[src/rtl/unary_reduction_pkg.sv]
`default_nettype none
// ============================================================================
//  Module      : unary_reduction_pkg
//  Description : Shared types and helpers for the unary reduction sequencer.
//  Revision    : 1.0
// ============================================================================
package unary_reduction_pkg;

    typedef enum logic [1:0] {
        RED_AND,
        RED_OR,
        RED_XOR,
        RED_ILLEGAL
    } red_op_e;

    typedef enum logic [1:0] {
        ST_IDLE,
        ST_RUN,
        ST_DONE
    } seq_state_e;

    // Neutral element the accumulator starts from; illegal ops start at 0.
    function automatic logic red_identity(input red_op_e op);
        return (op == RED_AND);
    endfunction

    function automatic logic red_combine(input red_op_e op, input logic a, input logic b);
        logic v;
        case (op)
            RED_AND: v = a & b;
            RED_OR:  v = a | b;
            RED_XOR: v = a ^ b;
            default: v = 1'b0;
        endcase
        return v;
    endfunction

endpackage
`default_nettype wire

[src/rtl/unary_reduction_sequencer_chunk_reduce.sv]
`default_nettype none
// ============================================================================
//  Module      : chunk_reduce
//  Description : N-bit AND/OR/XOR reduction of one chunk; illegal op gives 0.
//  Revision    : 1.0
// ============================================================================
module chunk_reduce
    import unary_reduction_pkg::*;
#(
    parameter string MODEL = "Structural",
    parameter int    N     = 8
) (
    input  logic [N-1:0] chunk,
    input  red_op_e      op,
    output logic         r
);

    if (MODEL == "Behavioral") begin : g_behavioral
        always_comb begin
            r = red_identity(op);
            for (int i = 0; i < N; i++) begin
                r = red_combine(op, r, chunk[i]);
            end
        end
    end else if (MODEL == "DataFlow") begin : g_dataflow
        assign r = (op == RED_AND) ? (&chunk) :
                   (op == RED_OR)  ? (|chunk) :
                   (op == RED_XOR) ? (^chunk) : 1'b0;
    end else begin : g_structural
        // Ripple chains of two-input gates, one stage per bit.
        for (genvar i = 0; i < N; i++) begin : g_bit
            logic w_and;
            logic w_or;
            logic w_xor;
            if (i == 0) begin : g_first
                assign w_and = chunk[0];
                assign w_or  = chunk[0];
                assign w_xor = chunk[0];
            end else begin : g_next
                assign w_and = g_bit[i-1].w_and & chunk[i];
                assign w_or  = g_bit[i-1].w_or  | chunk[i];
                assign w_xor = g_bit[i-1].w_xor ^ chunk[i];
            end
        end

        assign r = (op == RED_AND) ? g_bit[N-1].w_and :
                   (op == RED_OR)  ? g_bit[N-1].w_or  :
                   (op == RED_XOR) ? g_bit[N-1].w_xor : 1'b0;
    end

endmodule
`default_nettype wire

[src/rtl/unary_reduction_sequencer.sv]
`default_nettype none
// ============================================================================
//  Module      : unary_reduction_sequencer
//  Description : Streams a W=N*K operand through one N-bit reduction unit,
//                accumulating K partial results behind valid/ready handshakes.
//  Revision    : 1.0
// ============================================================================
module unary_reduction_sequencer
    import unary_reduction_pkg::*;
#(
    parameter string MODEL = "Structural",
    parameter int    N     = 8,
    parameter int    K     = 4
) (
    input  logic           clk,
    input  logic           rst,
    input  logic           in_valid,
    output logic           in_ready,
    input  logic [2:0]     in_op,
    input  logic [N*K-1:0] in_a,
    output logic           out_valid,
    input  logic           out_ready,
    output logic           out_c,
    output logic           out_err,
    output logic           busy
);

    localparam int                 c_W        = N * K;
    localparam int                 c_IDXW     = (K > 1) ? $clog2(K) : 1;
    localparam logic [c_IDXW-1:0]  c_LAST_IDX = c_IDXW'(K - 1);

    seq_state_e        r_state;
    logic [c_IDXW-1:0] r_idx;
    logic              r_acc;
    logic [c_W-1:0]    r_a;
    red_op_e           r_base;
    logic              r_inv;
    logic              r_out_c;
    logic              r_out_err;

    logic [N-1:0]      w_chunk;
    logic              w_chunk_r;
    logic              w_acc_next;
    logic              w_illegal;
    red_op_e           w_in_base;

    assign w_chunk    = r_a[int'(r_idx) * N +: N];
    assign w_acc_next = red_combine(r_base, r_acc, w_chunk_r);
    assign w_illegal  = (r_base == RED_ILLEGAL);
    assign w_in_base  = red_op_e'(in_op[1:0]);

    chunk_reduce #(
        .MODEL (MODEL),
        .N     (N)
    ) u_chunk_reduce (
        .chunk (w_chunk),
        .op    (r_base),
        .r     (w_chunk_r)
    );

    always_ff @(posedge clk) begin
        if (rst) begin
            r_state   <= ST_IDLE;
            r_idx     <= '0;
            r_acc     <= 1'b0;
            r_a       <= '0;
            r_base    <= RED_AND;
            r_inv     <= 1'b0;
            r_out_c   <= 1'b0;
            r_out_err <= 1'b0;
        end else begin
            case (r_state)
                ST_IDLE: begin
                    if (in_valid) begin
                        r_a     <= in_a;
                        r_base  <= w_in_base;
                        r_inv   <= in_op[2];
                        r_idx   <= '0;
                        r_acc   <= red_identity(w_in_base);
                        r_state <= ST_RUN;
                    end
                end
                ST_RUN: begin
                    r_acc <= w_acc_next;
                    if (r_idx == c_LAST_IDX) begin
                        // Illegal requests report 0 no matter what the invert bit says.
                        r_out_c   <= w_illegal ? 1'b0 : (w_acc_next ^ r_inv);
                        r_out_err <= w_illegal;
                        r_state   <= ST_DONE;
                    end else begin
                        r_idx <= r_idx + 1'b1;
                    end
                end
                ST_DONE: begin
                    if (out_ready) begin
                        r_state <= ST_IDLE;
                    end
                end
                default: r_state <= ST_IDLE;
            endcase
        end
    end

    assign in_ready  = (r_state == ST_IDLE) && !rst;
    assign out_valid = (r_state == ST_DONE);
    assign busy      = (r_state != ST_IDLE);
    assign out_c     = r_out_c;
    assign out_err   = r_out_err;

endmodule
`default_nettype wire

[config.mk]
export PLATFORM = sky130hd
export DESIGN_NAME = unary_reduction_sequencer
export DESIGN_NICKNAME = d
export VERILOG_FILES = /design/src/rtl/unary_reduction_pkg.sv /design/src/rtl/unary_reduction_sequencer_chunk_reduce.sv /design/src/rtl/unary_reduction_sequencer.sv
export SDC_FILE = /design/constraint.sdc
export NUM_CORES = 1
export LEC_CHECK = 0
export ABC_AREA = 1
export ABC_CLOCK_PERIOD_IN_PS = 2900
export CORE_UTILIZATION = 51
export CTS_CLUSTER_DIAMETER = 60
export DETAILED_ROUTE_END_ITERATION = 10
export PLACE_DENSITY = 0.78
export SLEW_MARGIN = 15
export SYNTH_ARGS = -nofsm -noshare
export SYNTH_HDL_FRONTEND = slang
export SYNTH_SLANG_ARGS = --single-unit
export TNS_END_PERCENT = 100
[constraint.sdc]
create_clock -name clk -period 2.9 [get_ports clk]
set_input_delay 0.435 -clock clk [delete_from_list [all_inputs] [get_ports clk]]
set_output_delay 0.435 -clock clk [all_outputs]
set_load 0.01 [all_outputs]
* After elaboration in Yosys (flattened, before gate mapping) *
Cells that the tools add are included.
W data, S select, Z words.

operators by class
  mux-type cells = 14
  $add $sub $neg = 1
  reductions and logical operators = 12
  bitwise gates (word level) = 25
  equality and inequality tests = 10
  shifts and indexed selects = 1

operator list
  cell                   count
  $shiftx A32 B6 Y8      1
  $mux W2                5
  $xor A1 B1 Y1          9
  $and A1 B1 Y1          8
  $eq A2 B2 Y1 const B   4
  $or A1 B1 Y1           8
  $logic_not A2 Y1       3
  $ne A2 B2 Y1 const B   3
  $pmux W2 S3            1
  $reduce_and A2 Y1      3
  $reduce_and A3 Y1      2
  $mux W1                5
  $eq A2 B1 Y1 const B   2
  $pmux W2 S2            1
  $reduce_bool A2 Y1     2
  $pmux W1 S3            1
  $add A2 B1 Y2 const B  1
  $ne A2 B1 Y1 const B   1
  $pmux W1 S2            1
  $logic_and A1 B1 Y1    1
  $logic_not A1 Y1       1

storage, ports and cells
  output and inout port bits = 5
  input bits = 39
  logic and storage cells = 71
  flip-flop bits (word level) = 42

* Depth between registers and ports, before layout *
  depth in word-level cells = 15
  depth in mapped cells = 22
  depth with buffers taken out = 21

* Cells and area by module *
Synthesis repeated with hierarchy kept, for this count alone.

second synthesis, totals
  cells, all modules = 302
  area, all modules = 2090.8 um^2

modules (own cells, without submodules)
  module                     times used  cells each  area an instance (um^2)  seq. area each (um^2)
  unary_reduction_sequencer  1           257         1869.3                   840.8
  chunk_reduce               1           45          221.5                    0.0

* Worst setup path after synthesis *
Ideal clock, no wire load.

  path kind = reg-to-reg
  start point = register r_idx[0]
  end point = register r_out_c, in the netlist out_c
  arrival = 2.539 ns
  buffers on the path = 2
  setup slack = 0.230 ns
  required time = 2.770 ns
  cell stages (with the launch flop) = 23
  library setup time = 0.130 ns
  period minus slack after synthesis = 2.670 ns
  path through = dfxtp_1 > buf_6 > buf_12 > nand2_1 > a32oi_1 > inv_1 > ha_1 > inv_1 > nand2_1 > nand2_1 > inv_1 > nand2_2 > nand2_1 > nand2_1 > nand3_2 > nand2_1 > nand2_1 > ha_1 > a22o_1 > nor2_1 > a21boi_0 > o21ai_0 > a21oi_1

between the ends
  word-level cells in the longest chain between the ends = 15
  elaborated cells on any way between the ends = 33
  those cells by class = eq/ne (1); shift (1); mux (5); bitwise (25); reduce/logical (1)

ends and longest elaborated chain
  item                                         RTL line                                      source
  from (decl)                                  unary_reduction_sequencer.sv:33               logic [c_IDXW-1:0] r_idx;
  from (signal assigned)                       unary_reduction_sequencer.sv:91               r_idx <= r_idx + 1'b1;
  $shiftx A32 B6 Y8                            unary_reduction_sequencer.sv:47               assign w_chunk = r_a[int'(r_idx) * N +: N];
  $xor A1 B1 Y1 (7 in series)                  unary_reduction_sequencer_chunk_reduce.sv:42  assign w_xor = g_bit[i-1].w_xor ^ chunk[i];
  $mux W1                                      unary_reduction_sequencer_chunk_reduce.sv:48  (op == RED_XOR) ? g_bit[N-1].w_xor : 1'b0;
  $mux W1                                      unary_reduction_sequencer_chunk_reduce.sv:47  (op == RED_OR) ? g_bit[N-1].w_or :
  $mux W1                                      unary_reduction_sequencer_chunk_reduce.sv:46  assign r = (op == RED_AND) ? g_bit[N-1].w_and :
  $xor A1 B1 Y1, or another cell as far along  unary_reduction_pkg.sv:32                     RED_XOR: v = a ^ b;
  $pmux W1 S3                                  unary_reduction_pkg.sv:29                     case (op)
  $xor A1 B1 Y1                                unary_reduction_sequencer.sv:87               r_out_c <= w_illegal ? 1'b0 : (w_acc_next ^ r_inv);
  $mux W1                                      unary_reduction_sequencer.sv:87
  to (signal assigned)                         unary_reduction_sequencer.sv:87
  to (decl)                                    unary_reduction_sequencer.sv:38               logic r_out_c;

Several ways; a longest one is shown, not always the timed one.
A chain may end at the register's enable or synchronous reset.

* Worst setup path in the final report *
  start point = register r_idx[1]
  end point = register r_out_c, in the netlist out_c

The elaborated chain is that of the path after synthesis.

==> results.json <==
{
  "setup_viol": 0,
  "gp_congestion": 0.888,
  "grt_pass1_wl_um": 8010,
  "ir_worst_vdd_uv": 286,
  "netSwitchingFraction": 0.304,
  "final_area_um2": 2760,
  "synth_fp_nets": 368,
  "antenna_cells": 0,
  "cts_tree": "done",
  "final.setup.tns_ps": 0,
  "crit_buf_inv": 4,
  "cp_cell_sequence": "inv_2, a21oi_1, a32oi_2, inv_1, ha_1, inv_1, nand2_1, nand2_1, inv_1, nand2_2, nand2_1, nand2_1, nand3_2, nand2_1, nand2_1, ha_1, a22o_1, nor2_2, a21boi_0, o21ai_0, a21oi_1",
  "skew_ps": 5.59,
  "placed_cells": 409,
  "drt-total-wl_um": 4860,
  "path_class": "register to register",
  "drc": 0,
  "period_needed_ps": 2670,
  "fmax_mhz": 375,
  "hold_start": "out_err",
  "cap_viol_max_count": 0,
  "slowest_delay_ps": 330,
  "drtIter0Drc": 110,
  "synthDistinctLibCells": 23,
  "crit-reg2reg-launch": "r_idx[1]",
  "final_cell_count_no_fill": 417,
  "crit_slowest_cell": "dfxtp_1",
  "io_pins": 44,
  "syn_to_final_growth_pct": 26.4,
  "hold_buffers": 0,
  "cts_sinks": 42,
  "yosys_warnings": 0,
  "drtPass1Iterations": 4,
  "start_kind": "register",
  "hold_ws_ps": 464,
  "clockPowerShare": 0.309,
  "tightest_slew_ps": 530,
  "initial_core_util": 0.538,
  "die_h_um": 67.4,
  "numCtsBuffers": 5,
  "r2r-end": "out_c",
  "syn_area_um2": 2180,
  "root_buffer": "clkbuf_8",
  "path_clk_slew_ps": 80,
  "via_per_inst": 5.05,
  "rows": 23,
  "end_kind": "register",
  "grt_max_degree": 42,
  "cp_num_cells": 21,
  "n_fill_cell": 342,
  "core_area_um2": 4060,
  "drive_gt1_frac": 0.109,
  "holdCritPathClass": "register to register",
  "grt_pass1_vias": 1869,
  "cts.path.max_buffers": 2,
  "wl_per_cell_um": 11.6,
  "path_max_fanout": 9,
  "syn_avg_cell_area_um2": 6.73,
  "dieWidth_um": 67.4,
  "nets": 410,
  "leakage_nw": 1.25,
  "outcome": "completed",
  "post-route-util": 0.680,
  "powerDensity_nw_per_um2": 544,
  "crit_top_cell": "nand2_1",
  "worstPathArrival_ps": 2850,
  "total_power_mw": 1.50,
  "min_period_over_period": 0.920,
  "synth_seq_cells": 42,
  "path_delay_family": "compound AO/OA/AOI/OAI gates",
  "htree_levels": 2,
  "slew_headroom": 0.646,
  "grt_overflow": 0,
  "slew_violations": 0,
  "dpl_cell_area_um2": 2620,
  "antenna_found_initial": 0,
  "io_buffers": 43,
  "clock_latency_ps": 300,
  "worst_slack_ps": 232,
  "worstHoldPathCells": 2,
  "worstHoldEndpoint": "out_err",
  "grt.total_usage": 0.236,
  "seqPwrFrac": 0.437,
  "intPower_mw": 1.04,
  "p_sw_mw": 0.457,
  "synth_cells": 324,
  "hold_violations": 0,
  "r2r_slack_ps": 230,
  "combPwrFrac": 0.254,
  "pre_cts_ws_ps": 102,
  "hpwl_um": 3500,
  "ant_nets": 0,
  "die_area_um2": 4540,
  "post_cts_buffers": 0,
  "cts_resized": 0,
  "dr_total_vias": 2106,
  "rr_worst_depth": 21,
  "synth.yosys.seq_area_share": 0.385,
  "required_ps": 3080
}
synthesized netlist by cell type (all sizes together):
| library cell | n | share of area |
|---|---|---|
| nand3 | 20 | 0.057 |
| nor2 | 72 | 0.12 |
| o21ai | 37 | 0.085 |
| a21oi | 15 | 0.034 |
| clkbuf | 12 | 0.030 |
| a21boi | 1 | 0.0034 |
| inv | 29 | 0.050 |
| buf | 4 | 0.022 |
| a22o | 1 | 0.0040 |
| ha | 5 | 0.029 |
| nand2 | 79 | 0.15 |
| o31ai | 1 | 0.0034 |
| a211oi | 3 | 0.010 |
| a31oi | 1 | 0.0029 |
| dfxtp | 42 | 0.39 |
| a32oi | 2 | 0.0080 |
power groups by stage:
stage               combinational (mW)  clock, mW  sequential, mW
floorplan                        0.274          0           0.658
global placement                 0.362          0           0.666
detailed placement               0.370          0           0.668
CTS                              0.375      0.464           0.654
global route                     0.435      0.491           0.662
finish                           0.381      0.463           0.656
how the worst max path moves through the flow:
stage / startpoint / end / slack (ps)
floorplan: r_idx[0] / out_c / 230
global placement: r_idx[0] / out_c / 220
detailed placement: r_idx[0] / out_c / 100
CTS: r_idx[0] / out_c / 80
global route: r_idx[0] / out_c / -20
finish: r_idx[1] / out_c / 230
routing by layer:
| layer | global-route usage | wire length [µm] | part of all wire |
|---|---|---|---|
| met2 | 0.398 | 2320 | 0.48 |
| met4 | 0.0718 | 48 | 0.0099 |
| met5 | 0 | 0 | 0 |
| met1 | 0.295 | 2260 | 0.47 |
| met3 | 0.0557 | 223 | 0.046 |
worst min-delay path, stage by stage, from the launching register on:
cell and delay [ps]:
dfxtp_1 320, inv_1 50, a211oi_1 60
final cells by class:
cell class | instances | area [µm²] | area share
repair buffers | 51 | 490 | 0.178
clock buffers | 5 | 68.8 | 0.0250
well taps | 50 | 62.6 | 0.0227
clock inverters | 3 | 40.0 | 0.0145
flip-flops and latches | 42 | 845 | 0.306
inverters | 29 | 114 | 0.0413
multi-input cells | 237 | 1140 | 0.412
cells in the final DEF, fill, tap and decap left out, types with 2 or more instances in the layout:
| master | n |
|---|---|
| nor2_1 | 71 |
| nand2_1 | 67 |
| clkdlybuf4s50_1 | 43 |
| dfxtp_1 | 41 |
| o21ai_0 | 37 |
| inv_1 | 26 |
| a21oi_1 | 15 |
| nand3_1 | 15 |
| nand2_2 | 11 |
| buf_4 | 8 |
| nand3_2 | 5 |
| ha_1 | 5 |
| clkbuf_8 | 5 |
| a211oi_1 | 3 |
| inv_2 | 2 |
| a32oi_2 | 2 |
| clkinv_2 | 2 |
cell families after synthesis:
group                      share of synthesized area
AOI/OAI and AO/OA                              0.151
adders and majority gates                     0.0287
buffers and inverters                          0.101
DFF                                            0.385
and+or+nand+nor                                0.333
sequential cells by signal (all words and copies together) (netlist names):
signal and cells:
r_idx 2, r_acc 1, r_a 32, r_state 2
out_c 1, out_err 1, r_inv 1, r_base 2
(Power assumes the default switching activity.)
